**src/rtl/soml_load_sequencer.sv**
```systemverilog
// Load sequencer: receives a framed byte stream from the UART, writes the H and Y
// matrices into the decoder stores, starts the decoder, and returns its 12-bit
// result as two bytes to the UART transmitter.
module soml_load_sequencer #(
  parameter int N           = 32,
  parameter int TIMEOUT_CYC = 1000000
) (
  input  logic         clk,
  input  logic         rst,
  input  logic [7:0]   rx_data,
  input  logic         rx_valid,
  output logic         wr_en,
  output logic [1:0]   wr_sel,
  output logic [1:0]   wr_row,
  output logic [1:0]   wr_col,
  output logic         wr_imag,
  output logic [N-1:0] wr_data,
  output logic         start_calc,
  input  logic         calc_valid,
  input  logic [11:0]  calc_result,
  output logic [7:0]   tx_data,
  output logic         tx_valid,
  input  logic         tx_ready,
  output logic         busy,
  output logic         frame_err
);

  localparam logic [7:0] SYNC_BYTE   = 8'hA5;
  localparam logic [5:0] FRAME_WORDS = 6'd48;
  localparam int         IW          = $clog2(TIMEOUT_CYC + 1);
  localparam logic [IW-1:0] IDLE_LIMIT = IW'(TIMEOUT_CYC - 1);

  typedef enum logic [2:0] {
    S_IDLE,
    S_LOAD,
    S_START,
    S_WAIT,
    S_TX_HI,
    S_TX_LO
  } state_t;

  state_t        r_state;
  state_t        w_next;

  logic [1:0]    r_byteCnt;
  logic [5:0]    r_wordCnt;
  logic [IW-1:0] r_idleCnt;
  logic [N-1:0]  r_shift;
  logic          r_wrEn;
  logic [1:0]    r_wrSel;
  logic [1:0]    r_wrRow;
  logic [1:0]    r_wrCol;
  logic          r_wrImag;
  logic [N-1:0]  r_wrData;
  logic          r_frameErr;
  logic [11:0]   r_result;

  logic          w_syncHit;
  logic          w_byteAccept;
  logic          w_wordDone;
  logic          w_frameDone;
  logic          w_timeout;
  logic [N-1:0]  w_word;
  logic [1:0]    w_sel;
  logic [1:0]    w_row;
  logic [1:0]    w_col;
  logic          w_imag;

  // Event decode: sync detection, byte acceptance, word completion, frame end, timeout.
  always_comb begin
    w_syncHit    = (r_state == S_IDLE) && rx_valid && (rx_data == SYNC_BYTE);
    w_byteAccept = (r_state == S_LOAD) && rx_valid && (r_wordCnt < FRAME_WORDS);
    w_wordDone   = w_byteAccept && (r_byteCnt == 2'd3);
    w_frameDone  = (r_state == S_LOAD) && r_wrEn && (r_wordCnt == FRAME_WORDS);
    w_timeout    = (r_state == S_LOAD) && !rx_valid && (r_idleCnt == IDLE_LIMIT);
    w_word       = {r_shift[N-9:0], rx_data};
  end

  // Word index to store address: words 0..31 fill H, words 32..47 fill the two Y columns.
  always_comb begin
    w_sel  = 2'd0;
    w_row  = 2'd0;
    w_col  = 2'd0;
    w_imag = r_wordCnt[0];
    if (!r_wordCnt[5]) begin
      w_row = r_wordCnt[4:3];
      w_col = r_wordCnt[2:1];
    end else begin
      w_sel = r_wordCnt[3] ? 2'd2 : 2'd1;
      w_row = r_wordCnt[2:1];
    end
  end

  // State register.
  always_ff @(posedge clk or negedge rst) begin
    if (!rst) begin
      r_state <= S_IDLE;
    end else begin
      r_state <= w_next;
    end
  end

  // Next-state logic; a completed frame takes priority over a coincident timeout.
  always_comb begin
    w_next = r_state;
    case (r_state)
      S_IDLE:  if (w_syncHit) w_next = S_LOAD;
      S_LOAD: begin
        if (w_frameDone) begin
          w_next = S_START;
        end else if (w_timeout) begin
          w_next = S_IDLE;
        end
      end
      S_START: w_next = S_WAIT;
      S_WAIT:  if (calc_valid) w_next = S_TX_HI;
      S_TX_HI: if (tx_ready) w_next = S_TX_LO;
      S_TX_LO: if (tx_ready) w_next = S_IDLE;
      default: w_next = S_IDLE;
    endcase
  end

  // Byte and word counters, cleared by each accepted sync byte.
  always_ff @(posedge clk or negedge rst) begin
    if (!rst) begin
      r_byteCnt <= 2'd0;
      r_wordCnt <= 6'd0;
    end else if (w_syncHit) begin
      r_byteCnt <= 2'd0;
      r_wordCnt <= 6'd0;
    end else if (w_byteAccept) begin
      r_byteCnt <= r_byteCnt + 2'd1;
      if (r_byteCnt == 2'd3) begin
        r_wordCnt <= r_wordCnt + 6'd1;
      end
    end
  end

  // Idle counter: only runs in LOAD and restarts on every received byte.
  always_ff @(posedge clk or negedge rst) begin
    if (!rst) begin
      r_idleCnt <= '0;
    end else if ((r_state != S_LOAD) || rx_valid) begin
      r_idleCnt <= '0;
    end else if (!w_timeout) begin
      r_idleCnt <= r_idleCnt + 1'b1;
    end
  end

  // Byte shift register, MSB first.
  always_ff @(posedge clk or negedge rst) begin
    if (!rst) begin
      r_shift <= '0;
    end else if (w_byteAccept) begin
      r_shift <= w_word;
    end
  end

  // Write port: one-cycle strobe after the fourth byte, with address and data held steady.
  always_ff @(posedge clk or negedge rst) begin
    if (!rst) begin
      r_wrEn   <= 1'b0;
      r_wrSel  <= 2'd0;
      r_wrRow  <= 2'd0;
      r_wrCol  <= 2'd0;
      r_wrImag <= 1'b0;
      r_wrData <= '0;
    end else begin
      r_wrEn <= w_wordDone;
      if (w_wordDone) begin
        r_wrSel  <= w_sel;
        r_wrRow  <= w_row;
        r_wrCol  <= w_col;
        r_wrImag <= w_imag;
        r_wrData <= w_word;
      end
    end
  end

  // Sticky frame error: set by a LOAD timeout, cleared by the next accepted sync byte.
  always_ff @(posedge clk or negedge rst) begin
    if (!rst) begin
      r_frameErr <= 1'b0;
    end else if (w_timeout) begin
      r_frameErr <= 1'b1;
    end else if (w_syncHit) begin
      r_frameErr <= 1'b0;
    end
  end

  // Decoder result capture, only while waiting for it.
  always_ff @(posedge clk or negedge rst) begin
    if (!rst) begin
      r_result <= 12'd0;
    end else if ((r_state == S_WAIT) && calc_valid) begin
      r_result <= calc_result;
    end
  end

  // Outputs decoded from state so they follow reset without waiting for a clock edge.
  always_comb begin
    tx_data    = 8'h00;
    tx_valid   = 1'b0;
    start_calc = (r_state == S_START);
    busy       = (r_state != S_IDLE);
    if (r_state == S_TX_HI) begin
      tx_valid = 1'b1;
      tx_data  = {4'h0, r_result[11:8]};
    end else if (r_state == S_TX_LO) begin
      tx_valid = 1'b1;
      tx_data  = r_result[7:0];
    end
  end

  assign wr_en     = r_wrEn;
  assign wr_sel    = r_wrSel;
  assign wr_row    = r_wrRow;
  assign wr_col    = r_wrCol;
  assign wr_imag   = r_wrImag;
  assign wr_data   = r_wrData;
  assign frame_err = r_frameErr;

endmodule

```
**config.mk**
```make
export PLATFORM = sky130hd
export DESIGN_NAME = soml_load_sequencer
export DESIGN_NICKNAME = d
export VERILOG_FILES = /design/src/rtl/soml_load_sequencer.sv
export SDC_FILE = /design/constraint.sdc
export NUM_CORES = 1
export LEC_CHECK = 0
export ABC_AREA = 1
export BUFFER_PORTS_ARGS = -buffer_cell sky130_fd_sc_hd__buf_2
export CORE_MARGIN = 3
export CORE_UTILIZATION = 35
export CTS_CLUSTER_DIAMETER = 120
export DETAILED_ROUTE_END_ITERATION = 10
export PLACE_DENSITY_LB_ADDON = 0.12
export SLEW_MARGIN = 20
export SYNTH_ARGS = -nofsm -noshare
export SYNTH_HDL_FRONTEND = slang
export SYNTH_SLANG_ARGS = --single-unit
```
**constraint.sdc**
```tcl
create_clock -name clk -period 1.7 [get_ports clk]
set_clock_uncertainty 0.15 [all_clocks]
set_input_delay 0.51 -clock clk [delete_from_list [all_inputs] [get_ports clk]]
set_output_delay 0.51 -clock clk [all_outputs]
set_load 0.005 [all_outputs]
```
Yosys cells after proc, flatten, opt, wreduce, memory -nomap -nowiden
Index checks and enable logic that the tools add are counted.
{"block": "totals", "latch_bits": 0, "mem_bits_rw": 0, "mem_count": 0, "romBits": 0, "regBits": 108, "in_bits": 25, "elab_cells": 76}
{"block": "op_classes", "add_sub_neg": 3, "mul": 0, "n_lt_le_gt_ge": 1, "mux": 24, "eq_ne": 16, "div": 0, "shift": 0, "bitwise": 0, "reduce_logical": 19}
{"op": "20-bit two-way mux", "count": 2}
{"op": "20-bit by 1-bit adder with 20-bit output (second input constant)", "count": 1}
{"op": "20-bit equality test (second input constant)", "count": 1}
{"op": "3-bit two-way mux", "count": 6}
{"op": "6-bit two-way mux", "count": 3}
{"op": "3-bit one-hot mux with 6 select lines", "count": 1}
{"op": "8-bit two-way mux", "count": 2}
{"op": "2-bit two-way mux", "count": 6}
{"op": "1-bit logical AND", "count": 10}
{"op": "8-bit equality test (second input constant)", "count": 1}
{"op": "2-bit != test (second input constant)", "count": 4}
{"op": "6-bit by 1-bit adder with 6-bit output (second input constant)", "count": 1}
{"op": "3-bit by 2-bit equality test with 1-bit output (second input constant)", "count": 2}
{"op": "3-bit equality test (second input constant)", "count": 2}
{"op": "6-bit equality test (second input constant)", "count": 1}
{"op": "6-bit < comparator (second input constant)", "count": 1}
{"op": "2-bit nonzero test", "count": 3}
{"op": "5-bit AND reduction", "count": 1}
{"op": "1-bit two-way mux", "count": 4}
{"op": "3-bit by 1-bit equality test with 1-bit output (second input constant)", "count": 1}
{"op": "3-bit zero test", "count": 1}
{"op": "3-bit by 1-bit != test with 1-bit output (second input constant)", "count": 1}
{"op": "3-bit != test (second input constant)", "count": 1}
{"op": "3-bit nonzero test", "count": 1}
{"op": "other kinds (6)", "count": 6}

Longest topological paths before layout
Gate-level depths: netlist of run 1.
{"block": "logic_depth", "depth_word": 6, "depth_mapped": 10}

Worst setup path after synthesis of run 1
OpenSTA, ideal clock, no wires.
{"block": "synth_timing", "path_type": "reg2out", "startpoint": "register r_state[2]", "endpoint": "output port tx_data[4]", "path_buffers": 1, "setup_slack_ps": -91, "arrival_ps": 1131, "required_time_ps": 1040, "stages_incl_launch_ff": 6, "path_cell_list": "dfrtp_1 -> buf_2 -> inv_2 -> nor2_1 -> nand2_1 -> nor2_1"}
{"block": "synth_between", "elab_chain_cells": 3, "word_cells_on_any_way": 4, "classes_between": "eq/ne (2); mux (2)"}
{"element": "from (decl)", "line_no": "42", "source": "state_t r_state;"}
{"element": "from (signal assigned)", "line_no": "99", "source": "r_state <= w_next;"}
{"element": "3-bit equality test", "line_no": "209", "source": "end else if (r_state == S_TX_LO) begin"}
{"element": "8-bit two-way mux", "line_no": "209"}
{"element": "8-bit two-way mux *", "line_no": "206", "source": "if (r_state == S_TX_HI) begin"}
{"element": "to (decl)", "line_no": "21", "source": "output logic [7:0] tx_data,"}
Mark *: on every way between the ends. The rest lies on a longest branch, timed or not.

Final worst setup path of run 1
{"block": "layout_timing", "startpoint": "register r_state[0]", "endpoint": "output port tx_data[3]"}
The elaborated chain is that of the path after synthesis.

==> flow_summary.toml, run 1 <==
[synthesis]
syn-instance-count = 545
yosysUniqueCellTypes = 32
synth_ff_type = "dfrtp_1"
seq_area_frac_synth_pct = 56.5
avgSynthCellArea_um2 = 8.78
synth_top_area_share_pct = 56.5
syn_nets = 574
synth-edff-count = 0
yosysWarnings = 0
netlist_area_um2 = 4790
netlist_top_cells_area = "dfrtp_1 56%, nand2_1 11%, o21ai_0 6.2%"
ys_ff_latch = 108
async_reset_ff_share_pct = 100
yosys.area.top_type = "dfrtp_1"

[global_routing]
use_met2_pct = 22.8
overflow = 0
grt_pass1_wl_um = 18100
first_global_vias = 3763
grt_use_met1_pct = 21.6
antenna_found_initial = 0
grt.total_usage_pct = 15.2
grt_max_degree = 38
busiest_layer = "met2"
use_met3_pct = 4.21

[clock_tree]
numCtsBuffers = 9
tritoncts = "yes"
cts_root_buffer = "clkbuf_16"
clkTransAtPathRegs_ns = 0.07
cts.sinks = 108
insertion_delay_ns = 0.35
htreeDepth = 3
clk_path_buf_depth = 2

[layout]
instances_no_fill = 863
syn2layout_area_growth_pct = 40.1
layout.nets = 711
diodes = 0
drive_gt1_share_pct = 34.5

[floorplan]
start_util_pct = 36.0
rows = 42
num_io_pins = 77
die_x_um = 123
dieArea_um2 = 15100
coreArea_um2 = 13300
die_h_um = 123

[timing]
fin_tns_setup_ns = -9.40
fin_crit_sh_pct = 117
setup_viol = 61
fmax_ghz = 0.503
maxSlewViolCount = 0
setup_slack_ns = -0.286
rsz0062_at_grt = "true"
hold_slack_ns = 0.241
slew_headroom_pct = 79.6
worstMarginPinSlew_ns = 0.305
hold_viol = 0
fin_crit_ns = 1.99

[power_and_ir_drop]
report.power.total_mw = 9.11
power_density_nw_per_um2 = 1360
internal_power_mw = 6.08
p_comb_share_pct = 33.4
power.static_leakage_nw = 3.40
p_sw_mw = 3.03
power_frac_seq_pct = 42.6
switching_share_pct = 33.3
ir_drop_uv = 612
clock_power_share_pct = 24.0

[worst_setup_path]
worstPathCellList = "nor2_4 > buf_12 > nand3_2 > nand2_1 > buf_2"
timing.critical_path.to_type = "output pin"
arrival_ns = 1.33
crit_family = "flip-flops"
worstPathRequired_ns = 1.04
critPathLaunchType = "register"
worst_path_max_delay_cell = "dfrtp_2"
path_buf_inv = 2
worstPathMaxFanout = 5
worstSetupPathType = "reg2out"
critPathMaxStageDelay_ns = 0.46

[run_status]
violations = "negative setup slack"
status = "finished with violations"

[placed_design]
place_inst = 818
place_congestion = 0.832
hpwl_um = 7840
port_buffers = 76

[drt]
via_per_inst = 4.71
dr.pass1.iters = 4
antenna_left = 0
via_count = 4062
drc = 0
drt_iter0_markers = 226
drt_wl_total_um = 12000
post_drt_wl_per_cell_um = 13.9

[flow_run]
drv_cap = 0

[worst_hold_path]
min_path_type = "in2reg"
-- metal layers --
metal	wire [µm]	part of all wire, %
met5	0	0
met4	129	1.1
met3	612	5.1
met1	5730	48
met2	5490	46
-- layout make-up --
class,instances,area [µm²]
clock buffers,11,243
inverters,63,246
well taps,176,220
repair inverters,1,6.26
repair buffers,142,1200
clock inverters,5,66.3
multi-input cells,357,2010
fillers,1288,6590
flip-flops and latches,108,2710
-- power groups by stage --
stage                     Clock [mW]  Sequential, mW  Combinational, mW
after floorplan                    0            3.86               1.35
after global placement             0            3.90               2.42
after detailed placement           0            3.92               2.46
after CTS                       2.25            3.87               2.61
after global routing            2.36            3.98               3.47
final                           2.19            3.88               3.05
-- per-stage QoR --
step	worst slack (ns)	area [µm²]	util [%]
after detailed placement	-0.0661	5680	42.7
after floorplan	0.0350	4790	-
after global routing	-0.358	6710	50.4
final	-0.286	6710	50.4
after global placement	-0.0304	5680	42.7
after CTS	-0.279	6150	46.2
-- Yosys cell counts, types with 2 or more instances --
master and number:
nand4_1 8, xor2_1 8, mux2_2 6, mux2_4 2, xnor2_1 2, nand2_1 141
a31oi_1 2, nand3_1 30, clkbuf_1 6, nor3_1 8, nor2_4 3, buf_4 3
nor2_1 45, buf_2 8, o31ai_1 4, dfrtp_1 108, ha_1 4, a21oi_1 23
o21ai_0 59, o21ai_1 2, inv_2 6, inv_1 57
-- layout by cell type (no fill, tap or decap), types with 2 or more instances in the layout --
master / synthesis / final
buf_8: 0 / 4
nand2_2: 1 / 9
mux2_2: 6 / 6
o21ai_2: 0 / 7
buf_2: 8 / 73
clkbuf_16: 0 / 15
nor2_4: 3 / 9
xor2_1: 8 / 8
a31oi_1: 2 / 2
inv_1: 57 / 56
mux2_4: 2 / 2
ha_1: 4 / 3
a21oi_1: 23 / 17
inv_6: 0 / 2
clkinv_4: 0 / 2
inv_2: 6 / 5
nor2_1: 45 / 31
nor2_2: 0 / 8
buf_6: 1 / 19
nor3_1: 8 / 6
nand2_4: 1 / 3
o31ai_2: 0 / 4
nand3_2: 0 / 10
nand3_1: 30 / 19
a21oi_2: 0 / 6
xnor2_1: 2 / 2
dfrtp_1: 108 / 105
dfrtp_2: 0 / 3
nand2_1: 141 / 132
buf_12: 0 / 9
nand4_1: 8 / 8
nor3_4: 1 / 3
buf_4: 3 / 30
o21ai_1: 2 / 29
o21ai_0: 59 / 25
-- cell families after synthesis --
logic type,after synthesis,share of synthesized area [%]
AOI/OAI and AO/OA,94,10.3
xor gates and xnor gates,10,1.83
adders and majority gates,4,1.05
buffers and inverters,81,6.95
DFF,108,56.5
muxes,8,2.04
and+or+nand+nor,240,21.4
-- state kept, by name (all words and copies together) (netlist names) --
name	flops
wr_imag	1
r_wordCnt	6
r_state	3
r_result	12
r_byteCnt	2
r_idleCnt	20
wr_en	1
wr_sel	2
wr_data	32
frame_err	1
wr_row	2
wr_col	2
r_shift	24
-- worst reg2reg max path: cells and delay by family (launching register included) --
kind / cells / cell delay, ns
buf+inv: 5 / 0.68
compound gates: 1 / 0.17
simple gates: 3 / 0.37
flops: 1 / 0.46
-- what timing repair did --
action,4_1_cts,5_1_grt
endpoints found under the hold margin,11,0
gates resized for setup,25,110
pin swaps,6,21
gates cloned,0,13
hold buffers,1,0
buffers inserted,9,6
endpoints found under the setup margin,48,112
-- path summary, 6_finish.rpt --
kind                                      from           to  slack (ns)  depth (start not counted)
worst max-delay path                r_state[0]   tx_data[3]       -0.29                          5
worst min-delay path            calc_result[2]  r_result[2]        0.24                          2
worst max register to register      r_state[1]    wr_sel[1]       -0.20                          9
worst min register to register     wr_data[26]  wr_data[26]        0.33                          2
max in group asynchronous                  rst   r_shift[9]        0.49                          3
min in group asynchronous                  rst   wr_data[3]        0.44                          2
Note: power is estimated with default switching activity, not from simulation.
==> run 2, diff against run 1 <==
--- a/config.mk
+++ b/config.mk
@@ -12,6 +12,7 @@
 export CTS_CLUSTER_DIAMETER = 120
 export DETAILED_ROUTE_END_ITERATION = 10
 export PLACE_DENSITY_LB_ADDON = 0.12
+export RECOVER_POWER = 25
 export SLEW_MARGIN = 20
 export SYNTH_ARGS = -nofsm -noshare
 export SYNTH_HDL_FRONTEND = slang
==> flow_summary.toml, run 2 (synthesis results as in run 1) <==
[placed_design]
place_inst = 818
hpwl_um = 7840
port_buffers = 76
place_area_um2 = 5680
place_congestion = 0.832

[drt]
drt_wl_total_um = 12000
drc = 0
wl_met3_um = 582
maxUsedRoutingLayer = "met4"
post_drt_wl_per_cell_um = 13.9
via_count = 4062
antenna_left = 0
drt_iter0_markers = 226
via_per_inst = 4.71
wirelength_met1_um = 5760
wl_met2_um = 5490
dr.pass1.iters = 4

[layout]
diodes = 0
largest_reg_flops = 32
final_area_um2 = 6680
nFillCells = 1290
layout.nets = 711
drive_gt1_share_pct = 34.5
layout_commonest_cell = "nand2_1"
syn2layout_area_growth_pct = 39.6
final_cell_mix = "132 x nand2_1, 105 x dfrtp_1, 73 x buf_2"
instances_no_fill = 863

[power_and_ir_drop]
power_density_nw_per_um2 = 1360
power.static_leakage_nw = 3.39
ir_drop_uv = 612
report.power.total_mw = 9.10

[clock_tree]
insertion_delay_ns = 0.35
htreeDepth = 3
clk_path_buf_depth = 2
tritoncts = "yes"
cts_root_buffer = "clkbuf_16"
numCtsBuffers = 9
cts.sinks = 108
clkTransAtPathRegs_ns = 0.07

[global_routing]
antenna_found_initial = 0
first_global_vias = 3763
grt_max_degree = 38
grt.total_usage_pct = 15.2
grt_pass1_wl_um = 18100
overflow = 0

[floorplan]
die_h_um = 123
start_util_pct = 36.0
die_x_um = 123
dieArea_um2 = 15100
num_io_pins = 77
rows = 42
coreArea_um2 = 13300

[timing]
slew_headroom_pct = 68.5
fin_crit_ns = 1.99
hold_viol = 0
maxSlewViolCount = 0
setup_slack_ns = -0.286
worstMarginPinSlew_ns = 0.472
fin_crit_sh_pct = 117
fmax_ghz = 0.503
rsz0062_at_grt = "true"
setup_viol = 62

[worst_setup_path]
timing.critical_path.to_type = "output pin"
worstSetupPathType = "reg2out"
arrival_ns = 1.33
critPathLaunchType = "register"
worstPathMaxFanout = 5
worstPathRequired_ns = 1.04

[worst_hold_path]
min_path_type = "in2reg"

[run_status]
violations = "negative setup slack"
status = "finished with violations"

[flow_run]
drv_cap = 0
==> run 2: layer usage <==
layer | vias up | track usage, %
met3 | 11 | 4.21
met4 | 0 | 4.41
li1 | 2039 | -
met1 | 1938 | 21.6
met5 | - | 0
met2 | 74 | 22.8
==> run 2: final cells by class <==
cell class	instances	area [µm²]	area share, %
clock buffers	11	243	3.63
clock inverters	5	66.3	0.993
inverters	63	246	3.69
multi-input cells	357	2010	30.1
flip-flops and latches	108	2710	40.5
well taps	176	220	3.30
repair buffers	142	1180	17.7
repair inverters	1	6.26	0.0936
==> run 2: power by group <==
part	internal, mW	switching [mW]
logic	1.46	1.58
clock network	1.20	0.983
registers	3.40	0.475
==> run 2: final timing paths <==
path                       slack [ns]  cells past startpoint            from           to
max                             -0.29                      5      r_state[0]   tx_data[3]
min                              0.24                      2  calc_result[2]  r_result[2]
max reg2reg                     -0.20                      9      r_state[1]    wr_sel[1]
min reg2reg                      0.33                      2     wr_data[26]  wr_data[26]
max in group asynchronous        0.16                      3             rst   r_state[2]
min in group asynchronous        0.50                      2             rst   wr_data[3]
==> run 2: stage by stage <==
step                setup slack [ns]  hold slack [ns]  TNS [ns]  util, %
detailed placement           -0.0661            0.267     -1.08     42.7
floorplan                     0.0350           0.0644         0        -
global placement             -0.0304            0.265    -0.321     42.7
global route                  -0.358            0.231    -15.43     50.3
CTS                           -0.279            0.225     -7.17     46.2
finish                        -0.286            0.241     -9.42     50.3
==> run 2: what timing repair did <==
| item | in CTS | in global routing |
|---|---|---|
| gates resized for setup | 25 | 110 |
| endpoints found under the hold margin | 11 | 0 |
| pin swaps | 6 | 21 |
| buffers inserted | 9 | 6 |
| gates cloned | 0 | 13 |
| endpoints found under the setup margin | 48 | 112 |
| hold buffers | 1 | 0 |
==> run 2: critical path, cell delays in order, from the launching register on <==
cell	delay, ns
dfrtp_2	0.46
nor2_4	0.17
buf_12	0.12
nand3_2	0.05
nand2_1	0.06
buf_2	0.11
==> run 3, diff against run 2 <==
--- a/config.mk
+++ b/config.mk
@@ -7,6 +7,7 @@
 export LEC_CHECK = 0
 export ABC_AREA = 1
 export BUFFER_PORTS_ARGS = -buffer_cell sky130_fd_sc_hd__buf_2
+export CORE_ASPECT_RATIO = 1.2
 export CORE_MARGIN = 3
 export CORE_UTILIZATION = 35
 export CTS_CLUSTER_DIAMETER = 120
==> flow_summary.toml, run 3 (synthesis results as in run 1) <==
[run_status]
status = "finished with violations"
violations = "negative setup slack"

[timing]
setup_viol = 61
hold_viol = 0
maxSlewViolCount = 0
fin_crit_sh_pct = 119
slew_headroom_pct = 57.3
setup_slack_ns = -0.328
rsz0062_at_grt = "true"
fin_crit_ns = 2.03
fmax_ghz = 0.493
worstMarginPinSlew_ns = 0.641

[floorplan]
num_io_pins = 77
coreArea_um2 = 13300
rows = 46
die_h_um = 134
dieArea_um2 = 15100
start_util_pct = 36.0
die_x_um = 113

[flow_run]
drv_cap = 0

[global_routing]
grt_max_degree = 71
grt_pass1_wl_um = 19700
overflow = 0
grt.total_usage_pct = 16.2
antenna_found_initial = 0
first_global_vias = 3971

[placed_design]
hpwl_um = 7900
port_buffers = 76
place_congestion = 0.860
post-place-ws_ns = -0.202

[layout]
syn2layout_area_growth_pct = 38.2
layout.nets = 711
drive_gt1_share_pct = 34.1
largest_reg_flops = 32
nFillCells = 1250
final_core_util_pct = 49.8
final_cell_mix = "125 x nand2_1, 106 x dfrtp_1, 74 x buf_2"
diodes = 0
layout_commonest_cell = "nand2_1"

[worst_setup_path]
r2r-end = "r_wordCnt[1]"
arrival_ns = 1.37
worstPathRequired_ns = 1.04
ff2ff_setup_slack_ns = -0.14
r2r_cells = 10
worstPathMaxFanout = 5
timing.critical_path.to_type = "output pin"
critPathLaunchType = "register"
worstReg2RegStart = "r_state[1]"
worstSetupPathType = "reg2out"

[drt]
dr.pass1.iters = 4
via_count = 4107
drt_wl_total_um = 12100
drc = 0
via_per_inst = 4.80
antenna_left = 0
post_drt_wl_per_cell_um = 14.1
drt_iter0_markers = 198

[clock_tree]
numCtsBuffers = 9
clkTransAtPathRegs_ns = 0.08
cts.sinks = 108
htreeDepth = 3
cts_root_buffer = "clkbuf_16"
tritoncts = "yes"
insertion_delay_ns = 0.35
clk_path_buf_depth = 2

[worst_hold_path]
worstHoldStart = "calc_result[10]"
min_path_cells = 2
min_path_type = "in2reg"
min_to = "r_result[10]"

[power_and_ir_drop]
power.static_leakage_nw = 3.37
power_density_nw_per_um2 = 1380
ir_drop_uv = 602
[run 3: cell types whose count changed in the layout (fill, tap and decap cells not counted), moves of 3 or more]
| cell | change |
|---|---|
| nand3_2 | -4 |
| nand2_1 | -7 |
| buf_6 | -11 |
| o21ai_1 | -11 |
| nand2_2 | +6 |
| buf_8 | -3 |
| nor2_1 | +3 |
| buf_16 | +7 |
| buf_4 | +12 |
| nand3_1 | +4 |
| clkbuf_16 | -6 |
| o21ai_0 | +9 |
[run 3: stage by stage]
stage	power [mW]	cells	hold slack, ns	TNS [ns]	area [µm²]
CTS	9.11	844	0.225	-8.01	6410
floorplan	5.21	545	0.0644	0	4790
global route	9.79	855	0.232	-12.45	6620
global placement	6.29	808	0.302	-0.298	5640
detailed placement	6.35	808	0.307	-0.634	5640
finish	9.13	855	0.237	-6.37	6620
[run 3: metal layers]
metal	wire (µm)	global-route usage (%)	vias up	share of wire (%)
met4	209	5.88	0	1.7
met5	0	0	-	0
met3	456	3.02	17	3.8
li1	-	-	2036	-
met1	5450	21.4	1968	45
met2	5950	26.6	86	49
[run 3: power by group]
group          internal [mW]  switching, mW  leakage [nW]
Combinational           1.44           1.57          1.83
Clock                   1.18           1.04         0.154
Sequential              3.40          0.494          1.39
Total                   6.03           3.10          3.37
[run 3: worst max-delay path by stage]
stage               start      endpoint  slack, ns
6_report       r_state[1]          busy      -0.33
5_1_grt        r_state[2]    tx_data[2]      -0.41
4_1_cts        r_state[2]    tx_data[3]      -0.32
3_5_place_dp   rx_data[6]  r_wordCnt[1]      -0.20
3_3_place_gp   rx_data[6]  r_wordCnt[1]      -0.11
2_1_floorplan  r_state[2]    tx_data[4]       0.03
[run 3: what timing repair did]
item | in CTS | in global routing
hold buffers | 1 | 0
endpoints found under the setup margin | 29 | 106
gates cloned | 8 | 1
buffers inserted | 11 | 12
pin swaps | 7 | 17
gates resized for setup | 71 | 43
hold endpoints to repair | 38 | 0
[run 3: worst max-delay path: stages, from the launching register on]
cell,delay [ns]
dfrtp_2,0.45
buf_4,0.15
nor2_4,0.12
buf_4,0.14
nand2_4,0.05
buf_6,0.11
[run 3: final cells by class]
cell class / count / area (µm²) / area share, %
Sequential cell: 108 / 2710 / 40.9
Inverter: 63 / 246 / 3.72
Clock inverter: 7 / 92.6 / 1.40
Timing Repair Buffer: 142 / 1140 / 17.2
Timing Repair inverter: 1 / 8.76 / 0.132
Clock buffer: 9 / 225 / 3.40
Tap cell: 168 / 210 / 3.18
Multi-Input combinational cell: 357 / 1990 / 30.1
